## src/rtl/div_pkg.sv

```systemverilog
// Shared types and uio bit map for the sequential carry-skip divider tile.
package div_pkg;

  typedef enum logic [1:0] {
    IDLE = 2'd0,
    RUN  = 2'd1,
    DONE = 2'd2
  } state_t;

  // Bit positions on uio_in / uio_out
  localparam int IDX_LD_A    = 0;
  localparam int IDX_LD_B    = 1;
  localparam int IDX_START   = 2;
  localparam int IDX_OUT_SEL = 3;
  localparam int IDX_BUSY    = 4;
  localparam int IDX_DONE    = 5;
  localparam int IDX_DZ      = 6;
  localparam int IDX_STQ     = 7;

  localparam logic [7:0] UIO_OE_VAL = 8'hF0;

endpackage

```

## src/rtl/csk_sub.sv

```systemverilog
// (W+1)-bit carry-skip subtractor: a - b as a + ~b + 1 using 4-bit ripple
// blocks whose carry-out is bypassed when the whole block propagates.
module csk_sub #(
  parameter int W = 8
) (
  input  logic [W:0]   a,
  input  logic [W:0]   b,
  output logic [W-1:0] diff,
  output logic         no_borrow
);

  localparam int N  = W + 1;
  localparam int NB = (N + 3) / 4;

  logic [N-1:0] nb;
  logic [N-1:0] p;
  logic [N-1:0] g;
  logic [N-1:0] ci;
  logic [N-1:0] co;
  logic [NB:0]  blk_c;

  assign nb       = ~b;
  assign p        = a ^ nb;
  assign g        = a & nb;
  assign blk_c[0] = 1'b1;

  genvar k, j;
  for (k = 0; k < NB; k++) begin : g_blk
    localparam int LO = k * 4;
    // The top block may be narrower than 4 bits when N is not a multiple of 4
    localparam int BW = ((N - LO) < 4) ? (N - LO) : 4;
    for (j = 0; j < BW; j++) begin : g_bit
      if (j == 0) begin : g_first
        assign ci[LO] = blk_c[k];
      end else begin : g_rip
        assign ci[LO+j] = co[LO+j-1];
      end
      assign co[LO+j] = g[LO+j] | (p[LO+j] & ci[LO+j]);
    end
    assign blk_c[k+1] = (&p[LO +: BW]) ? blk_c[k] : co[LO+BW-1];
  end

  // The top difference bit is zero whenever no_borrow is set, so it is not exported
  assign diff      = p[W-1:0] ^ ci[W-1:0];
  assign no_borrow = blk_c[NB];

endmodule

```

## src/rtl/tt_um_carryskip_divider8.sv

```systemverilog
// Sequential 8-bit unsigned restoring divider tile: Q = A / B, R = A % B,
// operands loaded over ui_in, results muxed onto uo_out.
module tt_um_carryskip_divider8
  import div_pkg::*;
#(
  parameter int WIDTH = 8
) (
  input  logic       clk,
  input  logic       rst_n,
  input  logic       ena,
  input  logic [7:0] ui_in,
  input  logic [7:0] uio_in,
  output logic [7:0] uo_out,
  output logic [7:0] uio_out,
  output logic [7:0] uio_oe
);

  localparam int CW = $clog2(WIDTH);

  state_t           state;
  logic [WIDTH-1:0] a_reg;
  logic [WIDTH-1:0] b_reg;
  logic [WIDTH-1:0] quo;
  logic [WIDTH-1:0] rem;
  logic [CW-1:0]    cnt;
  logic             busy;
  logic             done;
  logic             div_zero;
  logic             start_q;

  logic             trig;
  logic [WIDTH:0]   r_s;
  logic [WIDTH-1:0] q_s;
  logic [WIDTH-1:0] diff;
  logic             no_borrow;
  logic             unused_ok;

  assign trig = uio_in[IDX_START] & ~start_q;
  assign r_s  = {rem, quo[WIDTH-1]};
  assign q_s  = {quo[WIDTH-2:0], 1'b0};

  csk_sub #(.W(WIDTH)) u_sub (
    .a         (r_s),
    .b         ({1'b0, b_reg}),
    .diff      (diff),
    .no_borrow (no_borrow)
  );

  always_ff @(posedge clk) begin
    if (!rst_n) begin
      state    <= IDLE;
      a_reg    <= '0;
      b_reg    <= '0;
      quo      <= '0;
      rem      <= '0;
      cnt      <= '0;
      busy     <= 1'b0;
      done     <= 1'b0;
      div_zero <= 1'b0;
      start_q  <= 1'b0;
    end else begin
      start_q <= uio_in[IDX_START];
      case (state)
        IDLE, DONE: begin
          if (uio_in[IDX_LD_A]) a_reg <= ui_in;
          if (uio_in[IDX_LD_B]) b_reg <= ui_in;
          // A trigger uses the operands held before this cycle's loads
          if (trig) begin
            if (b_reg == '0) begin
              quo      <= '1;
              rem      <= a_reg;
              div_zero <= 1'b1;
              done     <= 1'b1;
              busy     <= 1'b0;
              state    <= DONE;
            end else begin
              rem      <= '0;
              quo      <= a_reg;
              cnt      <= '0;
              busy     <= 1'b1;
              done     <= 1'b0;
              div_zero <= 1'b0;
              state    <= RUN;
            end
          end
        end
        RUN: begin
          if (no_borrow) begin
            rem <= diff;
            quo <= {q_s[WIDTH-1:1], 1'b1};
          end else begin
            rem <= r_s[WIDTH-1:0];
            quo <= q_s;
          end
          cnt <= cnt + {{(CW-1){1'b0}}, 1'b1};
          if (cnt == CW'(WIDTH - 1)) begin
            busy  <= 1'b0;
            done  <= 1'b1;
            state <= DONE;
          end
        end
        default: state <= IDLE;
      endcase
    end
  end

  always_comb begin
    uio_out              = 8'h00;
    uio_out[IDX_BUSY]    = busy;
    uio_out[IDX_DONE]    = done;
    uio_out[IDX_DZ]      = div_zero;
    uio_out[IDX_STQ]     = start_q;
  end

  assign uo_out    = uio_in[IDX_OUT_SEL] ? rem : quo;
  assign uio_oe    = UIO_OE_VAL;
  assign unused_ok = &{1'b0, ena, uio_in[7:4]};

endmodule
```

## config.mk

```make
export PLATFORM = sky130hd
export DESIGN_NAME = tt_um_carryskip_divider8
export DESIGN_NICKNAME = d
export VERILOG_FILES = /design/src/rtl/div_pkg.sv /design/src/rtl/csk_sub.sv /design/src/rtl/tt_um_carryskip_divider8.sv
export SDC_FILE = /design/constraint.sdc
export NUM_CORES = 1
export LEC_CHECK = 0
export BUFFER_PORTS_ARGS = -buffer_cell sky130_fd_sc_hd__buf_4
export CORE_UTILIZATION = 37
export DETAILED_ROUTE_END_ITERATION = 7
export GPL_TIMING_DRIVEN = 0
export PLACE_DENSITY_LB_ADDON = 0.08
export SYNTH_ARGS = -nofsm -noshare
export SYNTH_HDL_FRONTEND = slang
export SYNTH_SLANG_ARGS = --single-unit
```

## constraint.sdc

```tcl
create_clock -name clk -period 4.6 [get_ports clk]
set_input_delay 0.46 -clock clk [delete_from_list [all_inputs] [get_ports clk]]
set_output_delay 0.46 -clock clk [all_outputs]
set_load 0.01 [all_outputs]
```

==> results.cfg, run 1 <==
[status]
status = complete, but fails checks
violations = design-rule violations

[clock_network]
clock_latency_ns = 0.30
ctsHoldBuffers = 0
ctsResizeCount = 0
htreeDepth = 2
clk_path_buf_depth = 2
clkSinkCount = 41
cts_setup_buffers = 0
cts-root-buf = clkbuf_8
numCtsBuffers = 5
cts_tree = done
path_clk_slew_ns = 0.08

[logic_synthesis]
synth_common_cells = 41 x dfxtp_1, 28 x nor2b_1, 18 x o21ai_0
synthTopCellsByArea = dfxtp_1 33%, nor2b_1 7.1%, fa_1 5.6%
synth_cell_types = 42
synth_edf_count = 0
ys_seq_area_share_pct = 33.1
ys_warn_count = 0
ys.flop_type = dfxtp_1
synth_async_sr_flop_share_pct = 0
synthCells = 287
avgSynthCellArea_um2 = 8.65
ys_ff_latch = 41
synth_top_area_share_pct = 33.1
netlist_area_mm2 = 0.00248
synth_area_leader_cell = dfxtp_1
synth.most_common_cell = dfxtp_1

[worst_hold_path]
hold_class = primary input to flop

[worst_setup_path]
critPathArrivalTime_ns = 4.62
r2r-end = rem[7]
required_ns = 4.85
crit_path_end_kind = flop
startpoint_type = flop
r2r_setup_slack_ns = 0.23
worstReg2RegStart = quo[7]
critical_path.max_fanout = 10
endpoint = rem[7]
r2r_cells = 16
critPathKind = flop to flop
worstSetupStartpoint = quo[7]

[routing]
vias = 2011
drt_iter0_drc = 165
ant_nets = 0
drcViolationCount = 14
viasPerCell = 4.95
firstDrtPassIters = 6
wl_mm = 6.09
wl_per_cell_um = 15.0

[floorplan]
io_pins = 43
die_w_um = 83.9
start_util_pct = 38.6
rows = 29
dieArea_mm2 = 0.00704
die_height_um = 83.9
core-area_mm2 = 0.00642

[job]
maxCapViolations = 0

[pwr]
total_power_mw = 1.07
power_density_mw_per_mm2 = 369
p_leak_nw = 1.23
ir_drop_mv = 0.183

[timing]
maxSlewViolCount = 0
rsz0062_at_grt = false
fin_setup_tns_ns = 0
fmax_ghz = 0.229
finClkSkew_ns = 0.0115
hold_viol = 0
setup_viol = 0
period_minus_slack_ns = 4.37
fin_crit_sh_pct = 95.0

[global_route]
grt_pass1_vias = 1900
grt_antenna_before_repair = 0
grt_overflow = 0
grt_first_pass_wirelength_mm = 9.87
track_usage_pct = 18.1
grt_max_degree = 13

[place]
gp_congestion = 0.818
io_buffer_count = 24
hpwl_mm = 4.67

[layout]
syn2layout_area_growth_pct = 17.3
drive_above_1_share_pct = 17.9
diodes = 0
fin_nets = 364
power breakdown:
group          switching (mW)  internal (mW)  total (mW)  leakage (nW)
combinational           0.190          0.151       0.341         0.835
clock                   0.130          0.177       0.307        0.0585
sequential             0.0362          0.391       0.427         0.337
worst max-delay path, stage by stage (launching register included):
cell     delay [ns]
dfxtp_1        0.34
inv_1          0.08
ha_1           0.20
fa_1           0.38
fa_1           0.39
fa_1           0.42
and2_1         0.17
fa_1           0.38
fa_1           0.38
fa_1           0.37
inv_1          0.08
fa_1           0.16
a41oi_1        0.05
a31oi_2        0.34
buf_6          0.21
mux2i_1        0.19
o221a_1        0.18
layer usage:
layer / vias to the layer above / track usage (%) / routed length (um)
met1: 908 / 26.1 / 3230
met4: 0 / 5.80 / 95
met2: 52 / 26.5 / 2520
met5: - / 0 / 0
met3: 6 / 4.15 / 244
li1: 1045 / - / -
metrics by stage:
step | utilization (%) | setup slack, ns | std cells | hold WS (ns) | area, um2
2_1_floorplan | - | 0.602 | 297 | 0.458 | 2520
3_3_place_gp | 43.5 | 0.277 | 398 | 0.480 | 2800
3_5_place_dp | 43.5 | 0.233 | 398 | 0.484 | 2800
4_1_cts | 45.3 | 0.212 | 406 | 0.398 | 2910
5_1_grt | 45.3 | 0.0600 | 406 | 0.398 | 2910
6_report | 45.3 | 0.228 | 406 | 0.402 | 2910
cell usage in the layout, fill, tap and decap left out, types with 12 or more instances in the layout:
cell | synthesis | layout
nor2b_1 | 28 | 28
nor2_1 | 17 | 17
buf_4 | 16 | 40
nand2_1 | 13 | 13
conb_1 | 2 | 12
o21ai_0 | 18 | 18
inv_1 | 17 | 17
dfxtp_1 | 41 | 41
clkbuf_1 | 15 | 16
worst min path at each step:
stage | start | end | depth (start not counted)
after floorplan | quo[0] | quo[0] | 2
after CTS | uio_in[2] | start_q | 2
after global placement | quo[0] | quo[0] | 2
after detailed placement | quo[0] | quo[0] | 2
after global routing | uio_in[2] | start_q | 2
final | uio_in[2] | start_q | 2
layout make-up:
cell class | count | area, um2
fillers | 692 | 3510
multi-input cells | 203 | 1430
repair buffers | 24 | 180
well taps | 77 | 96.3
inverters | 17 | 63.8
clock inverters | 1 | 30.0
clock buffers | 7 | 86.3
plain buffers | 36 | 206
flip-flops and latches | 41 | 821
logic make-up after synthesis:
group	after synthesis	share of synthesized area, %
AND/OR/NAND/NOR	88	20.0
multiplexers	17	7.21
AO/OA/AOI/OAI	69	17.9
buffers and inverters	53	10.9
adder cells (fa/ha/maj)	17	10.7
other	2	0.303
flip-flops	41	33.1
Power figures use the tool's default switching activity.
==> run 2: changes to the inputs <==
--- a/config.mk
+++ b/config.mk
@@ -9,7 +9,6 @@
 export CORE_UTILIZATION = 37
 export DETAILED_ROUTE_END_ITERATION = 7
 export GPL_TIMING_DRIVEN = 0
-export PLACE_DENSITY_LB_ADDON = 0.08
 export SYNTH_ARGS = -nofsm -noshare
 export SYNTH_HDL_FRONTEND = slang
 export SYNTH_SLANG_ARGS = --single-unit
==> constraint.sdc (replaced) <==
create_clock -name clk -period 4 [get_ports clk]
set_input_delay 0.4 -clock clk [delete_from_list [all_inputs] [get_ports clk]]
set_output_delay 0.4 -clock clk [all_outputs]
set_load 0.01 [all_outputs]
==> results.cfg, run 2 (same netlist as run 1, synthesis figures left out) <==
[worst_hold_path]
min_path_cells = 2
hp-start = uio_in[2]
hold_class = primary input to flop
worstHoldEndpoint = start_q

[clock_network]
clkSinkCount = 41
htreeDepth = 2
clk_path_buf_depth = 2
cts-root-buf = clkbuf_8
clock_latency_ns = 0.30
path_clk_slew_ns = 0.09
numCtsBuffers = 5
cts_tree = done

[worst_setup_path]
slowest_stage = fa_2
critPathBufInv = 3
cp_top_family = adder cells
r2r_cells = 16
critPathKind = flop to flop
startpoint_type = flop
required_ns = 4.24
slowest_delay_ns = 0.37
r2r_setup_slack_ns = 0.05
worst_path_most_repeated_cell = fa_2
critical_path.max_fanout = 5
r2r-end = rem[7]
worstReg2RegStart = quo[7]
critPathArrivalTime_ns = 4.18
crit_path_end_kind = flop
cp_cell_sequence = inv_2, ha_2, fa_2, fa_2, fa_2, and2_4, fa_2, fa_2, fa_2, inv_2, fa_1, a41oi_1, a31oi_2, buf_6, mux2i_1, o221a_1

[pwr]
p_switching_mw = 0.415
p_comb_share_pct = 36.7
switching_share_pct = 34.7
ir_drop_mv = 0.183
p_seq_share_pct = 41.1
power_density_mw_per_mm2 = 406
p_leak_nw = 1.23
p_int_mw = 0.782
p_clk_share_pct = 22.2

[place]
placedCellCount = 398
hpwl_mm = 4.46
io_buffer_count = 24
gp_congestion = 0.840
placed_area_mm2 = 0.00280

[floorplan]
start_util_pct = 38.6
rows = 29
die_w_um = 83.9
die_height_um = 83.9
dieArea_mm2 = 0.00704
core-area_mm2 = 0.00642
io_pins = 43

[status]
violations = design-rule violations
status = complete, but fails checks

[global_route]
track_usage_pct = 17.2
grt_max_degree = 14
grt-busiest-layer = met1
grt_first_pass_wirelength_mm = 9.57
grt_pass1_vias = 1864
use_met1_pct = 25.7
grt_antenna_before_repair = 0
grt_overflow = 0
met2_usage_pct = 24.4
grtUsageMet3_pct = 3.17

[routing]
vias = 2095
wl_per_cell_um = 14.4
firstDrtPassIters = 8
wl_mm = 5.92
ant_nets = 0
drcViolationCount = 10
drt_iter0_drc = 183
viasPerCell = 5.11

[timing]
setup_viol = 0
hold_viol = 0
finClkSkew_ns = 0.0112
period_minus_slack_ns = 3.95
fmax_ghz = 0.253
fin_crit_sh_pct = 98.6
maxSlewViolCount = 0
hold_slack_ns = 0.333
rsz0062_at_grt = true

[layout]
seqCellArea_um2 = 822
final_common_cell = buf_4
drive_above_1_share_pct = 22.5
instances_no_fill = 410
fin_area_mm2 = 0.00295
final_cell_mix = 43 x buf_4, 40 x dfxtp_1, 28 x nor2b_1, 18 x o21ai_0, 17 x nor2_1
fillers = 666
diodes = 0
fin_nets = 368
multiInputGateArea_mm2 = 0.00145
syn2layout_area_growth_pct = 18.7

[job]
maxCapViolations = 0
[run 2: cell count changes in the layout (fill, tap and decap cells not counted), sizes merged]
cell,delta
buf,+4
clkinvlp,+1
clkinv,+2
clkbuf,-2
bufinv,-1
[run 2: metal layers]
metal  wire, um  part of all wire, %
met2       2420                   41
met1       2990                   50
met3        430                  7.3
met4         87                  1.5
met5          0                    0
[run 2: repair_timing]
action / CTS / global route
hold buffers: 0 / 0
gates resized for setup: 5 / 6
pin swaps: 0 / 4
setup endpoints to repair: 9 / 9
buffers inserted: 3 / 1
[run 2: how the worst max path moves through the flow]
stage	to	cells past startpoint	startpoint
after detailed placement	rem[7]	16	quo[7]
after global routing	rem[7]	16	quo[7]
final	rem[7]	16	quo[7]
after CTS	rem[7]	16	quo[7]
after global placement	rem[7]	16	quo[7]
after floorplan	rem[7]	16	quo[7]
[run 2: metrics by stage]
| step | util (%) | setup TNS [ns] | setup WS, ns | power (mW) |
|---|---|---|---|---|
| final | 45.9 | 0 | 0.0546 | 1.20 |
| after global routing | 45.9 | -0.0207 | -0.0190 | 1.27 |
| after CTS | 45.6 | 0 | 0.0413 | 1.19 |
| after detailed placement | 43.5 | -1.73 | -0.310 | 0.885 |
| after global placement | 43.5 | -1.62 | -0.298 | 0.881 |
| after floorplan | - | 0 | 0.00196 | 0.766 |
[run 2: area by class of cell]
class                   count  share of cell area, %
multi-input cells         203                   49.2
flip-flops and latches     41                   27.9
repair buffers             28                   7.56
plain buffers              36                   7.01
well taps                  77                   3.27
clock buffers               5                   2.34
inverters                  17                   2.17
clock inverters             3                  0.595
[run 2: power by group through the flow]
| stage | clock network [mW] | registers (mW) | logic, mW |
|---|---|---|---|
| 2_1_floorplan | 0 | 0.483 | 0.283 |
| 3_3_place_gp | 0 | 0.500 | 0.381 |
| 3_5_place_dp | 0 | 0.499 | 0.386 |
| 4_1_cts | 0.271 | 0.490 | 0.425 |
| 5_1_grt | 0.290 | 0.497 | 0.485 |
| 6_report | 0.265 | 0.492 | 0.440 |
